$ cat src/rtl/clint_if.sv
// Wishbone slave bus bundle for the core-local interruptor (CLINT).
// Signal names are seen from the slave side: _i are slave inputs and _o are slave outputs.
interface clint_if #(
  parameter int DATA_SIZE = 64
) ();
  logic                   wb_cyc_i;
  logic                   wb_stb_i;
  logic                   wb_we_i;
  logic [15:0]            wb_addr_i;
  logic [DATA_SIZE/8-1:0] wb_sel_i;
  logic [DATA_SIZE-1:0]   wb_dat_i;
  logic [DATA_SIZE-1:0]   wb_dat_o;
  logic                   wb_ack_o;

  modport master (
    output wb_cyc_i, wb_stb_i, wb_we_i, wb_addr_i, wb_sel_i, wb_dat_i,
    input  wb_dat_o, wb_ack_o
  );

  modport slave (
    input  wb_cyc_i, wb_stb_i, wb_we_i, wb_addr_i, wb_sel_i, wb_dat_i,
    output wb_dat_o, wb_ack_o
  );
endinterface

$ cat src/rtl/clint.sv
// Core-local interruptor: a Wishbone slave that owns msip, mtime (prescaled) and mtimecmp.
// Optional byte-lane write masking is enabled by defining CLINT_SEL_EN.
module clint #(
  parameter int DATA_SIZE             = 64,
  parameter int CLOCK_CYCLES_PER_TICK = 2
) (
  input  logic        clock,
  input  logic        reset,
  clint_if.slave      wb,
  output logic        msip,
  output logic [63:0] mtime,
  output logic [63:0] mtimecmp
);

  localparam int NB = DATA_SIZE / 8;
  localparam int PW = (CLOCK_CYCLES_PER_TICK > 1) ? $clog2(CLOCK_CYCLES_PER_TICK) : 1;
  localparam logic [PW-1:0] PRESC_LAST    = PW'(CLOCK_CYCLES_PER_TICK - 1);
  localparam logic [15:0]   MSIP_ADDR     = 16'h0000;
  localparam logic [15:0]   MTIMECMP_ADDR = 16'h4000;
  localparam logic [15:0]   MTIME_ADDR    = 16'hBFF8;

  typedef enum logic {
    ST_IDLE,
    ST_ACK
  } state_e;

  state_e               state_q;
  logic                 ack_q;
  logic [DATA_SIZE-1:0] dat_q;
  logic [PW-1:0]        presc_q, presc_d;
  logic                 msip_q, msip_d;
  logic [63:0]          mtime_q, mtime_d;
  logic [63:0]          mtimecmp_q, mtimecmp_d;

  logic                 tick;
  logic                 req;
  logic                 wr_commit;
  logic [15:0]          addr_word;
  logic                 hit_msip, hit_mtimecmp, hit_mtime;
  logic                 hi_half;
  logic [NB-1:0]        lane_en;
  logic [63:0]          wdata64;
  logic [7:0]           be64;
  logic [63:0]          rdata64;
  logic [DATA_SIZE-1:0] rdata_bus;

  // Drop the byte-offset bits; in 32-bit mode bit 2 then selects the half of a 64-bit register.
  assign addr_word    = wb.wb_addr_i & ~16'(NB - 1);
  assign hit_msip     = (addr_word == MSIP_ADDR);
  assign hit_mtimecmp = ((addr_word & ~16'h0007) == MTIMECMP_ADDR);
  assign hit_mtime    = ((addr_word & ~16'h0007) == MTIME_ADDR);
  assign hi_half      = addr_word[2];

  assign req       = wb.wb_cyc_i & wb.wb_stb_i;
  assign wr_commit = (state_q == ST_IDLE) & req & wb.wb_we_i;
  assign tick      = (presc_q == PRESC_LAST);

`ifdef CLINT_SEL_EN
  assign lane_en = wb.wb_sel_i;
`else
  logic unused_sel;
  assign unused_sel = ^wb.wb_sel_i;
  assign lane_en    = '1;
`endif

  // Present every access as a 64-bit write with per-byte enables so one merge path serves both widths.
  generate
    if (DATA_SIZE == 64) begin : g_bus64
      assign wdata64   = wb.wb_dat_i;
      assign be64      = lane_en;
      assign rdata_bus = rdata64;
    end else begin : g_bus32
      assign wdata64   = {wb.wb_dat_i, wb.wb_dat_i};
      assign be64      = hi_half ? {lane_en, 4'b0000} : {4'b0000, lane_en};
      assign rdata_bus = hi_half ? rdata64[63:32] : rdata64[31:0];
    end
  endgenerate

  function automatic logic [63:0] merge_bytes(input logic [63:0] old_v,
                                              input logic [63:0] new_v,
                                              input logic [7:0]  be);
    logic [63:0] res;
    for (int b = 0; b < 8; b++) begin
      res[b*8 +: 8] = be[b] ? new_v[b*8 +: 8] : old_v[b*8 +: 8];
    end
    return res;
  endfunction

  // NOTE: every signal written here gets a default first so no latch can be inferred.
  always_comb begin
    presc_d    = tick ? '0 : presc_q + PW'(1);
    mtime_d    = tick ? mtime_q + 64'd1 : mtime_q;
    mtimecmp_d = mtimecmp_q;
    msip_d     = msip_q;
    rdata64    = '0;

    // A bus write to mtime overrides the same-edge increment; the other half keeps its value.
    if (wr_commit) begin
      if (hit_msip && be64[0]) msip_d     = wdata64[0];
      if (hit_mtimecmp)        mtimecmp_d = merge_bytes(mtimecmp_q, wdata64, be64);
      if (hit_mtime)           mtime_d    = merge_bytes(mtime_q, wdata64, be64);
    end

    if (hit_msip)          rdata64 = {63'd0, msip_q};
    else if (hit_mtimecmp) rdata64 = mtimecmp_q;
    else if (hit_mtime)    rdata64 = mtime_q;
  end

  // NOTE: sequential state uses non-blocking assignments so every register samples pre-edge values.
  always_ff @(posedge clock or posedge reset) begin
    if (reset) begin
      state_q    <= ST_IDLE;
      ack_q      <= 1'b0;
      dat_q      <= '0;
      presc_q    <= '0;
      msip_q     <= 1'b0;
      mtime_q    <= '0;
      mtimecmp_q <= '1;
    end else begin
      presc_q    <= presc_d;
      msip_q     <= msip_d;
      mtime_q    <= mtime_d;
      mtimecmp_q <= mtimecmp_d;
      unique case (state_q)
        ST_IDLE: begin
          if (req) begin
            ack_q   <= 1'b1;
            dat_q   <= wb.wb_we_i ? '0 : rdata_bus;
            state_q <= ST_ACK;
          end
        end
        ST_ACK: begin
          ack_q   <= 1'b0;
          dat_q   <= '0;
          state_q <= ST_IDLE;
        end
        default: begin
          ack_q   <= 1'b0;
          dat_q   <= '0;
          state_q <= ST_IDLE;
        end
      endcase
    end
  end

  assign wb.wb_ack_o = ack_q;
  assign wb.wb_dat_o = dat_q;
  assign msip        = msip_q;
  assign mtime       = mtime_q;
  assign mtimecmp    = mtimecmp_q;

endmodule

$ cat src/flat_wrapper.sv
// flat-port wrapper written by rule: the top's interface ports become plain ports
module clint_flat 
#(
  parameter int DATA_SIZE             = 64,
  parameter int CLOCK_CYCLES_PER_TICK = 2
)
  (clock, reset, msip, mtime, mtimecmp, wb_wb_cyc_i, wb_wb_stb_i, wb_wb_we_i, wb_wb_addr_i, wb_wb_sel_i, wb_wb_dat_i, wb_wb_dat_o, wb_wb_ack_o);
  clint_if #(.DATA_SIZE(DATA_SIZE)) wb_i ();
  input  logic clock;
  input  logic reset;
  output logic msip;
  output logic [63:0] mtime;
  output logic [63:0] mtimecmp;
  input wire logic [$bits(wb_i.wb_cyc_i)-1:0] wb_wb_cyc_i;
  input wire logic [$bits(wb_i.wb_stb_i)-1:0] wb_wb_stb_i;
  input wire logic [$bits(wb_i.wb_we_i)-1:0] wb_wb_we_i;
  input wire logic [$bits(wb_i.wb_addr_i)-1:0] wb_wb_addr_i;
  input wire logic [$bits(wb_i.wb_sel_i)-1:0] wb_wb_sel_i;
  input wire logic [$bits(wb_i.wb_dat_i)-1:0] wb_wb_dat_i;
  output wire logic [$bits(wb_i.wb_dat_o)-1:0] wb_wb_dat_o;
  output wire logic [$bits(wb_i.wb_ack_o)-1:0] wb_wb_ack_o;
  assign wb_i.wb_cyc_i = wb_wb_cyc_i;
  assign wb_i.wb_stb_i = wb_wb_stb_i;
  assign wb_i.wb_we_i = wb_wb_we_i;
  assign wb_i.wb_addr_i = wb_wb_addr_i;
  assign wb_i.wb_sel_i = wb_wb_sel_i;
  assign wb_i.wb_dat_i = wb_wb_dat_i;
  assign wb_wb_dat_o = wb_i.wb_dat_o;
  assign wb_wb_ack_o = wb_i.wb_ack_o;
  clint #(.DATA_SIZE(DATA_SIZE), .CLOCK_CYCLES_PER_TICK(CLOCK_CYCLES_PER_TICK)) u_core (.clock(clock), .reset(reset), .wb(wb_i), .msip(msip), .mtime(mtime), .mtimecmp(mtimecmp));
endmodule
$ cat config.mk
export PLATFORM = sky130hd
export DESIGN_NAME = clint_flat
export DESIGN_NICKNAME = d
export VERILOG_FILES = /design/src/rtl/clint_if.sv /design/src/rtl/clint.sv /design/src/flat_wrapper.sv
export SDC_FILE = /design/constraint.sdc
export NUM_CORES = 1
export LEC_CHECK = 0
export CORE_MARGIN = 2
export CORE_UTILIZATION = 47
export CTS_CLUSTER_SIZE = 30
export DETAILED_ROUTE_END_ITERATION = 7
export GPL_TIMING_DRIVEN = 1
export PLACE_DENSITY = 0.81
export RECOVER_POWER = 100
export SETUP_SLACK_MARGIN = 0.5
export SYNTH_ARGS = -nofsm -noshare
export SYNTH_HDL_FRONTEND = slang
export SYNTH_SLANG_ARGS = --single-unit
$ cat constraint.sdc
create_clock -name clock -period 8.1 [get_ports clock]
set_clock_uncertainty 0.05 [all_clocks]
set_input_delay 1.62 -clock clock [delete_from_list [all_inputs] [get_ports clock]]
set_output_delay 1.62 -clock clock [all_outputs]
set_load 0.05 [all_outputs]
* Word level (Yosys, flattened, before mapping)
Index checks and enable logic that the tools add are counted.
** Word-level totals
- Flip-flop bits (word level) :: 196
- Latch bits :: 0
- RAM bits :: 0
- Memory bits (read-only) :: 0
- Logic and storage cells :: 33
- Memories :: 0
** Cells by class
- Add/subtract/negate cells :: 2
- Multiply operators :: 0
- Div/mod/pow operators :: 0
- $lt $le $gt $ge :: 0
- Equal/unequal tests :: 3
- Shifts and indexed selects :: 0
- Mux-type cells :: 14
- Bitwise operators :: 4
- Reduce and logical (&&, ||, !) cells :: 3
** Operators with widths (number)
- $mux 64 :: 8
- $pmux 64 s2 :: 1
- $add 64x1->64 const B :: 1
- $logic_not 16->1 :: 1
- $eq 13x12->1 const B :: 1
- $eq 13x13->1 const B :: 1
- $pmux 1 s2 :: 2
- $reduce_and 2->1 :: 2
- $and 1x1->1 :: 3
- $mux 1 :: 3
- $ne 2x1->1 const B :: 1
- $add 1x1->1 const B :: 1
- $not 1->1 :: 1

* Logic depth before layout (Yosys ltp)
Gate-level depths: netlist of the first run.
- Depth in word-level cells :: 7
- Mapped depth :: 8

* Worst setup path before layout of the first run
Ideal clock, no wire load.
- Path type :: input -> register
- Start point :: input wb_wb_addr_i[8]
- End point :: register u_core.mtimecmp_q[0] (netlist: u_core.mtimecmp[0])
- Arrival :: 3.323 ns
- Required time :: 7.968 ns
- Setup slack :: 4.645 ns
- Stages :: 6
- Path buffers :: 2
- Cells stage by stage :: or4_1 nor4_1 and2_1 buf_2 buf_2 mux2_2
** On the way
- Longest elaborated chain between the ends :: 2
** RTL lines
- start: declaration :: RTL line flat_wrapper.sv:17 : input wire logic [$bits(wb_i.wb_addr_i)-1:0] wb_wb_addr_i;
- $eq 13x12->1 :: RTL line clint.sv:50 : assign hit_mtimecmp = ((addr_word & ~16'h0007) == MTIMECMP_ADDR);
- $reduce_and 2->1 (no line)
- end signal: assignment :: RTL line clint.sv:123 : mtimecmp_q <= mtimecmp_d;
- end: declaration :: RTL line clint.sv:33 : logic [63:0] mtimecmp_q, mtimecmp_d;
No other way between the ends.
A chain may end at the register's enable or synchronous reset.

* Worst setup path in the final report of the first run
- Start point :: input wb_wb_addr_i[8]
- End point :: register u_core.dat_q[8] (netlist: u_core.wb.wb_dat_o[8])
** On the way
- Longest elaborated chain between the ends :: 7
- Elaborated cells between the ends (all ways) :: 9
- Classes of those cells :: eq/ne: 2; mux: 6; reduce/logical: 1
** RTL lines
- $eq 13x13->1 :: RTL line clint.sv:51 : assign hit_mtime = ((addr_word & ~16'h0007) == MTIME_ADDR);
- $mux 64 :: RTL line clint.sv:106 : else if (hit_mtime) rdata64 = mtime_q;
- $mux 64 :: RTL line clint.sv:105 : else if (hit_mtimecmp) rdata64 = mtimecmp_q;
- $mux 64 * :: RTL line clint.sv:104 : if (hit_msip) rdata64 = {63'd0, msip_q};
- $mux 64 * :: RTL line clint.sv:128 : dat_q <= wb.wb_we_i ? '0 : rdata_bus;
- $mux 64 * :: RTL line clint.sv:126 : if (req) begin
- $pmux 64 s2 * :: RTL line clint.sv:124 : unique case (state_q)
- end signal: assignment :: RTL line clint.sv:128
- end: declaration :: RTL line clint.sv:29 : logic [DATA_SIZE-1:0] dat_q;
Every way passes the cells marked *; elsewhere a longest branch is shown, timed or not. The select of a mux whose other input is x is not followed.

==> out/metrics.cfg, run 1 <==
[outcome]
outcome=complete, but fails checks
violations=capacitance limit, slew limit

[power]
p_clk_share_pct=44.0
seq_power_share_pct=50.8
combPwrFrac_pct=5.2
power_mw=1.94
switching_share_pct=23.0
power.internal_mw=1.49
p_per_area_nw_per_um2=154
ir_worst_vdd_mv=0.137
p_leak_nw=5.46
power_switching_mw=0.447

[clock_network]
cts.sinks=196
cts_tree=done
clk_latency_ns=0.43
cts_resized=0
postCtsSetupBuffers=0
htree_num_levels=4
root_buffer=clkbuf_16
cts_buffer_depth=2
cts_hold_buffers=0
cts_made_buffers=17
clk_pin_slew_ns=0.07

[sta]
hold_slack_ns=0.421
tns_ns=0
max_slew_margin_pct=-30.2
finalCriticalPeriod_ns=5.76
rsz0062_at_grt=false
drv_slew=128
timing.fmax_mhz=174
hold_viol_final=0
worst_pin_slew_ns=1.95
setup_viol=0
finalCritPeriodShare_pct=71.1

[yosys]
ys_seq_elements=196
synth_cells=869
synth_edf_count=0
syn-num-nets=963
ys.flop_type=dfrtp_1
ys_seq_area_share_pct=54.8
synth_cell_types=37
syn_avg_cell_area_um2=10.5
ys_warn_count=0
synthArstFlopShare_pct=100
synth_area_um2=9100

[floorplanning]
die_area_um2=20500
initial_core_util_pct=48.3
rows=50
die_w_um=143
io_pins=287
core_um2=18800
die_y_um=143

[placement]
place_congestion=0.796
port_buffers=275
dp_cells=1355
dp_hpwl_um=17600

[critical_path]
crit_chain=dlygate4sd3_1 -> or4_1 -> or4_1 -> nand3b_1 -> clkbuf_1 -> o21ai_0
max_stage_delay_ns=1.47
cp.arrival_ns=5.92
crit_path_end_kind=flop
cpMostUsedCell=or4_1
path_max_fanout=39
slowest_stage=clkbuf_1
critPathKind=input port to flop
cp.required_ns=8.26
cp_num_buf_inv=2
cp_top_family=buffers and inverters
cp-start-kind=input port

[cells_and_area]
final.fill_count=1457
synthToLayoutAreaGrowth_pct=38.6
final_common_cell=dlygate4sd3_1
regArea_um2=4980
drive_gt1_share_pct=15.7
fin_nets=1208
diodes=0
final_util_pct=67.0
stdcell_count=1387
multi_input_area_um2=3840
final_cell_mix=197 x dlygate4sd3_1, 132 x dfrtp_1, 89 x nand2_1

[global_route]
antenna_found_initial=1
first_global_vias=7895
grt_max_degree=115
track_usage_pct=26.1
grt_pass1_wl_um=42100
grt_overflow=0

[routing]
ant_nets=0
vias=8010
wl_um=26900
firstDrtPassIters=7
wire_per_inst_um=19.4
routed_via_density=5.78
drtIter0Drc=470
drcViolationCount=0

[hold_path]
hold_class=flop to flop

[run]
cap_viol_max_count=2

[sequential cells by signal, summed over array words and instances (netlist names)]
name	count
u_core.state_q	1
u_core.msip	1
u_core.wb.wb_dat_o	64
u_core.presc_q	1
u_core.mtimecmp	64
u_core.mtime	64
u_core.wb.wb_ack_o	1
[tightest hold or removal path, delay by kind of cell, from the launching register on]
family             cells  cell delay [ns]
DFF                    1             0.34
AOI/OAI and AO/OA      1             0.06
and+or+nand+nor        1             0.04
[synthesized netlist by cell type, drive strengths merged, types with 22 or more instances]
cell type | n | area (µm²)
a21oi | 35 | 175
a22oi | 63 | 473
a31oi | 30 | 188
buf | 26 | 128
clkbuf | 32 | 121
dfrtp | 132 | 3300
dfstp | 64 | 1680
mux2 | 66 | 743
nand2 | 89 | 334
nand3 | 25 | 125
nand4 | 22 | 159
nor2 | 71 | 267
o21ai | 76 | 380
or4 | 24 | 180
xor2 | 22 | 193
[power by group through the flow]
stage                     Sequential [mW]  Combinational (mW)  Clock, mW
final                               0.986               0.101      0.853
after global routing                0.986               0.110      0.904
after CTS                           0.986               0.104      0.869
after detailed placement             1.00               0.104          0
after global placement               1.00               0.103          0
after floorplan                      1.01              0.0316          0
[per-stage QoR]
step | setup WS (ns) | area, µm²
global placement | 3.02 | 12000
finish | 2.34 | 12600
global route | 2.07 | 12600
detailed placement | 2.98 | 12000
CTS | 3.42 | 12600
floorplan | 1.20 | 9100
[kinds of logic (layout without fill, tap and decap cells)]
kind of cell | after synthesis | after routing | share of synthesized area [%]
simple gates | 277 | 277 | 15.2
fa+ha+maj | 1 | 1 | 0.138
flops | 196 | 196 | 54.8
mux | 68 | 68 | 8.39
buf+inv | 70 | 328 | 3.23
xor+xnor | 32 | 32 | 3.08
compound gates | 225 | 225 | 15.1
[layer usage]
metal | vias to the layer above | wire length (µm) | GRT usage [%]
li1 | 3655 | - | -
met1 | 3999 | 11000 | 33.1
met2 | 311 | 13200 | 43.6
met3 | 43 | 2040 | 6.34
met4 | 2 | 627 | 9.17
met5 | - | 13 | 0
[final timing paths]
check | endpoint | depth (start not counted) | startpoint | slack [ns]
setup / recovery | u_core.wb.wb_dat_o[8] | 6 | wb_wb_addr_i[8] | 2.34
hold / removal | u_core.wb.wb_dat_o[41] | 2 | u_core.wb.wb_dat_o[41] | 0.42
setup reg to reg | u_core.mtime[31] | 4 | u_core.state_q | 4.30
hold reg to reg | u_core.wb.wb_dat_o[41] | 2 | u_core.wb.wb_dat_o[41] | 0.42
max in group asynchronous | u_core.wb.wb_dat_o[56] | 3 | reset | 4.59
min in group asynchronous | u_core.mtime[37] | 2 | reset | 1.79
[final cells by class]
| cell class | instances | area share [%] |
|---|---|---|
| inverter | 12 | 0.417 |
| timing repair buffer | 284 | 22.3 |
| multi-input combinational | 603 | 30.5 |
| tap | 260 | 2.58 |
| clock buffer | 19 | 3.51 |
| sequential | 196 | 39.5 |
| clock inverter | 13 | 1.16 |
No activity file was read; power rests on OpenSTA's default activity.
==> run 2, diff against run 1 <==
Settings changed: CORE_UTILIZATION 47 to 42, PLACE_DENSITY 0.81 to 0.76.
Clock period 8.1 ns to 5 ns, I/O delays scaled along.
==> run 2 against run 1 <==
  * The flow still finishes with violations (capacitance limit, slew limit)
  * Critical path type unchanged
  * Utilization fell by 6.8 points
  * Power rose by 66%
  * Die area rose by 12%
  * Flip-flop and latch count did not move
  * Count of clock-buffer cells in the layout did not move
  * Sequential power rose by 62%
  * Global-route usage fell by 1.7 points
  * Combinational power rose by 66%
  * Via count fell by 0.56%
  * Wire length rose by 0.34%
  * Largest power group unchanged
  * Non-clock buffer count rose by 7
  * Sequential share of layout area fell by 0.35 points
==> out/metrics.cfg, run 2 (same netlist as run 1, synthesis figures left out) <==
[sta]
timing.fmax_mhz=260
worst_pin_slew_ns=1.70  ; was 1.95 ns
max_slew_margin_pct=-13.5  ; was -30.2%
hold_viol_final=0  ; unchanged
finalCritPeriodShare_pct=77.0
setup_slack_ns=1.15  ; was 2.34 ns
finalCriticalPeriod_ns=3.85
drv_slew=68  ; was 128
rsz0062_at_grt=false  ; unchanged
setup_viol=0  ; unchanged
tns_ns=0  ; unchanged

[placement]
place_congestion=0.769  ; was 0.796
place_ws_ns=1.25  ; was 2.98 ns
dp_hpwl_um=18000  ; was 17600 µm
dp_cells=1377  ; was 1355
port_buffers=275  ; unchanged
placed_cell_area_um2=12100  ; was 12000 µm²

[critical_path]
crit_chain=dlygate4sd3_1 -> nand2_1 -> nor4_1 -> clkbuf_2 -> a22o_1 -> mux2i_1 -> o41ai_1  ; was dlygate4sd3_1 -> or4_1 -> or4_1 -> nand3b_1 -> clkbuf_1 -> o21ai_0
crit_path_end_kind=flop  ; unchanged
rr_worst_depth=7  ; was 4
r2r_slack_ns=2.05  ; was 4.30 ns
startpoint=wb_wb_addr_i[8]  ; unchanged
critPathKind=input port to flop  ; unchanged
cp.required_ns=5.27  ; was 8.26 ns
cp-start-kind=input port  ; unchanged
max_stage_delay_ns=1.35  ; was 1.47 ns
cp.arrival_ns=4.12  ; was 5.92 ns
path_max_fanout=67  ; was 39
cp_top_family=buffers and inverters  ; unchanged
cp_num_buf_inv=2  ; unchanged
r2r_end=u_core.mtime[60]  ; was u_core.mtime[31]
slowest_stage=clkbuf_2  ; was clkbuf_1
r2r_start=u_core.state_q  ; unchanged

[power]
ir_worst_vdd_mv=0.217  ; was 0.137 mV
p_leak_nw=5.53  ; was 5.46 nW
p_per_area_nw_per_um2=253  ; was 154 nW/µm²
power_mw=3.21  ; was 1.94 mW

[hold_path]
min_path_cells=2  ; unchanged
whs_endpoint=u_core.wb.wb_dat_o[42]  ; was u_core.wb.wb_dat_o[41]
hold_class=flop to flop  ; unchanged
holdCritStartpoint=u_core.wb.wb_dat_o[42]  ; was u_core.wb.wb_dat_o[41]

[floorplanning]
initial_core_util_pct=43.0  ; was 48.3%
rows=53  ; was 50
die_area_um2=22900  ; was 20500 µm²
core_um2=21200  ; was 18800 µm²
io_pins=287  ; unchanged
die_w_um=151  ; was 143 µm
die_y_um=151  ; was 143 µm

[clock_network]
root_buffer=clkbuf_16  ; unchanged
cts_buffer_depth=2  ; unchanged
cts_tree=done  ; unchanged
cts_resized=0  ; unchanged
cts.sinks=196  ; unchanged
cts_made_buffers=17  ; unchanged
htree_num_levels=4  ; unchanged
postCtsSetupBuffers=0  ; unchanged
cts_hold_buffers=0  ; unchanged
clk_latency_ns=0.43  ; about the same
clk_pin_slew_ns=0.07  ; about the same

[cells_and_area]
drive_gt1_share_pct=16.2  ; was 15.7%
diodes=0  ; unchanged
synthToLayoutAreaGrowth_pct=39.8  ; was 38.6%
final_cell_mix=197 x dlygate4sd3_1, 132 x dfrtp_1, 88 x nand2_1  ; was 197 x dlygate4sd3_1, 132 x dfrtp_1, 89 x nand2_1
stdcell_count=1409  ; was 1387
final_cell_area_um2=12700  ; was 12600 µm²
final_common_cell=dlygate4sd3_1  ; unchanged
fin_nets=1215  ; was 1208

[global_route]
grt_max_degree=100  ; was 115
antenna_found_initial=2  ; was 1
grt_overflow=0  ; unchanged
first_global_vias=7985  ; was 7895
grt_pass1_wl_um=43500  ; was 42100 µm
track_usage_pct=24.3  ; was 26.1%

[routing]
ant_nets=0  ; unchanged
wire_per_inst_um=19.1  ; was 19.4 µm
drcViolationCount=0  ; unchanged
wl_um=27000  ; was 26900 µm
vias=7965  ; was 8010
drtIter0Drc=512  ; was 470
routed_via_density=5.65  ; was 5.78
firstDrtPassIters=5  ; was 7

[outcome]
outcome=complete, but fails checks  ; unchanged
violations=capacitance limit, slew limit  ; unchanged

[run]
cap_viol_max_count=2  ; unchanged

run 2: cell count changes in the layout (fill, tap and decap cells not counted), moves of 2 or more:
cell,change
inv_6,+2
buf_12,+2
clkinv_4,+2
buf_4,+3
clkinvlp_4,-4
run 2: area by class of cell:
type                       instances  area [µm²]
sequential                       196        4980
clock inverter                    13         163
tap                              275         344
clock buffer                      19         453
inverter                          12        46.3
fill                            1771        8430
multi-input combinational        603        3840
timing repair buffer             291        2890
run 2: how the worst max path moves through the flow:
stage	cells after the start	end
after global placement	7	u_core.wb.wb_dat_o[0]
after CTS	7	u_core.wb.wb_dat_o[0]
after global routing	7	u_core.mtime[63]
final	7	u_core.wb.wb_dat_o[0]
after floorplan	1	u_core.msip
after detailed placement	7	u_core.wb.wb_dat_o[0]
run 2: per-layer routing:
metal | vias up | wire, µm | track usage [%]
met3 | 26 | 2240 | 7.53
met1 | 3957 | 11300 | 31.7
met5 | - | 0 | 0
met2 | 296 | 13000 | 39.8
li1 | 3686 | - | -
met4 | 0 | 364 | 5.89
run 2: through the flow:
| stage | hold slack (ns) | util [%] |
|---|---|---|
| 2_1_floorplan | 0.417 | - |
| 3_3_place_gp | 0.410 | 57.4 |
| 3_5_place_dp | 0.419 | 57.4 |
| 4_1_cts | 0.435 | 60.3 |
| 5_1_grt | 0.452 | 60.1 |
| 6_report | 0.423 | 60.1 |
run 2: worst min-delay path, delay by kind of cell, from the launching register on:
family          cells  cell delay [ns]
flops               1             0.34
compound gates      1             0.06
simple gates        1             0.04
run 2: power breakdown:
group	leakage, nW	internal (mW)	total (mW)	switching, mW
clock network	0.304	0.783	1.45	0.666
registers	2.31	1.59	1.60	0.00592
logic	2.92	0.0729	0.168	0.0953
total	5.53	2.45	3.21	0.767
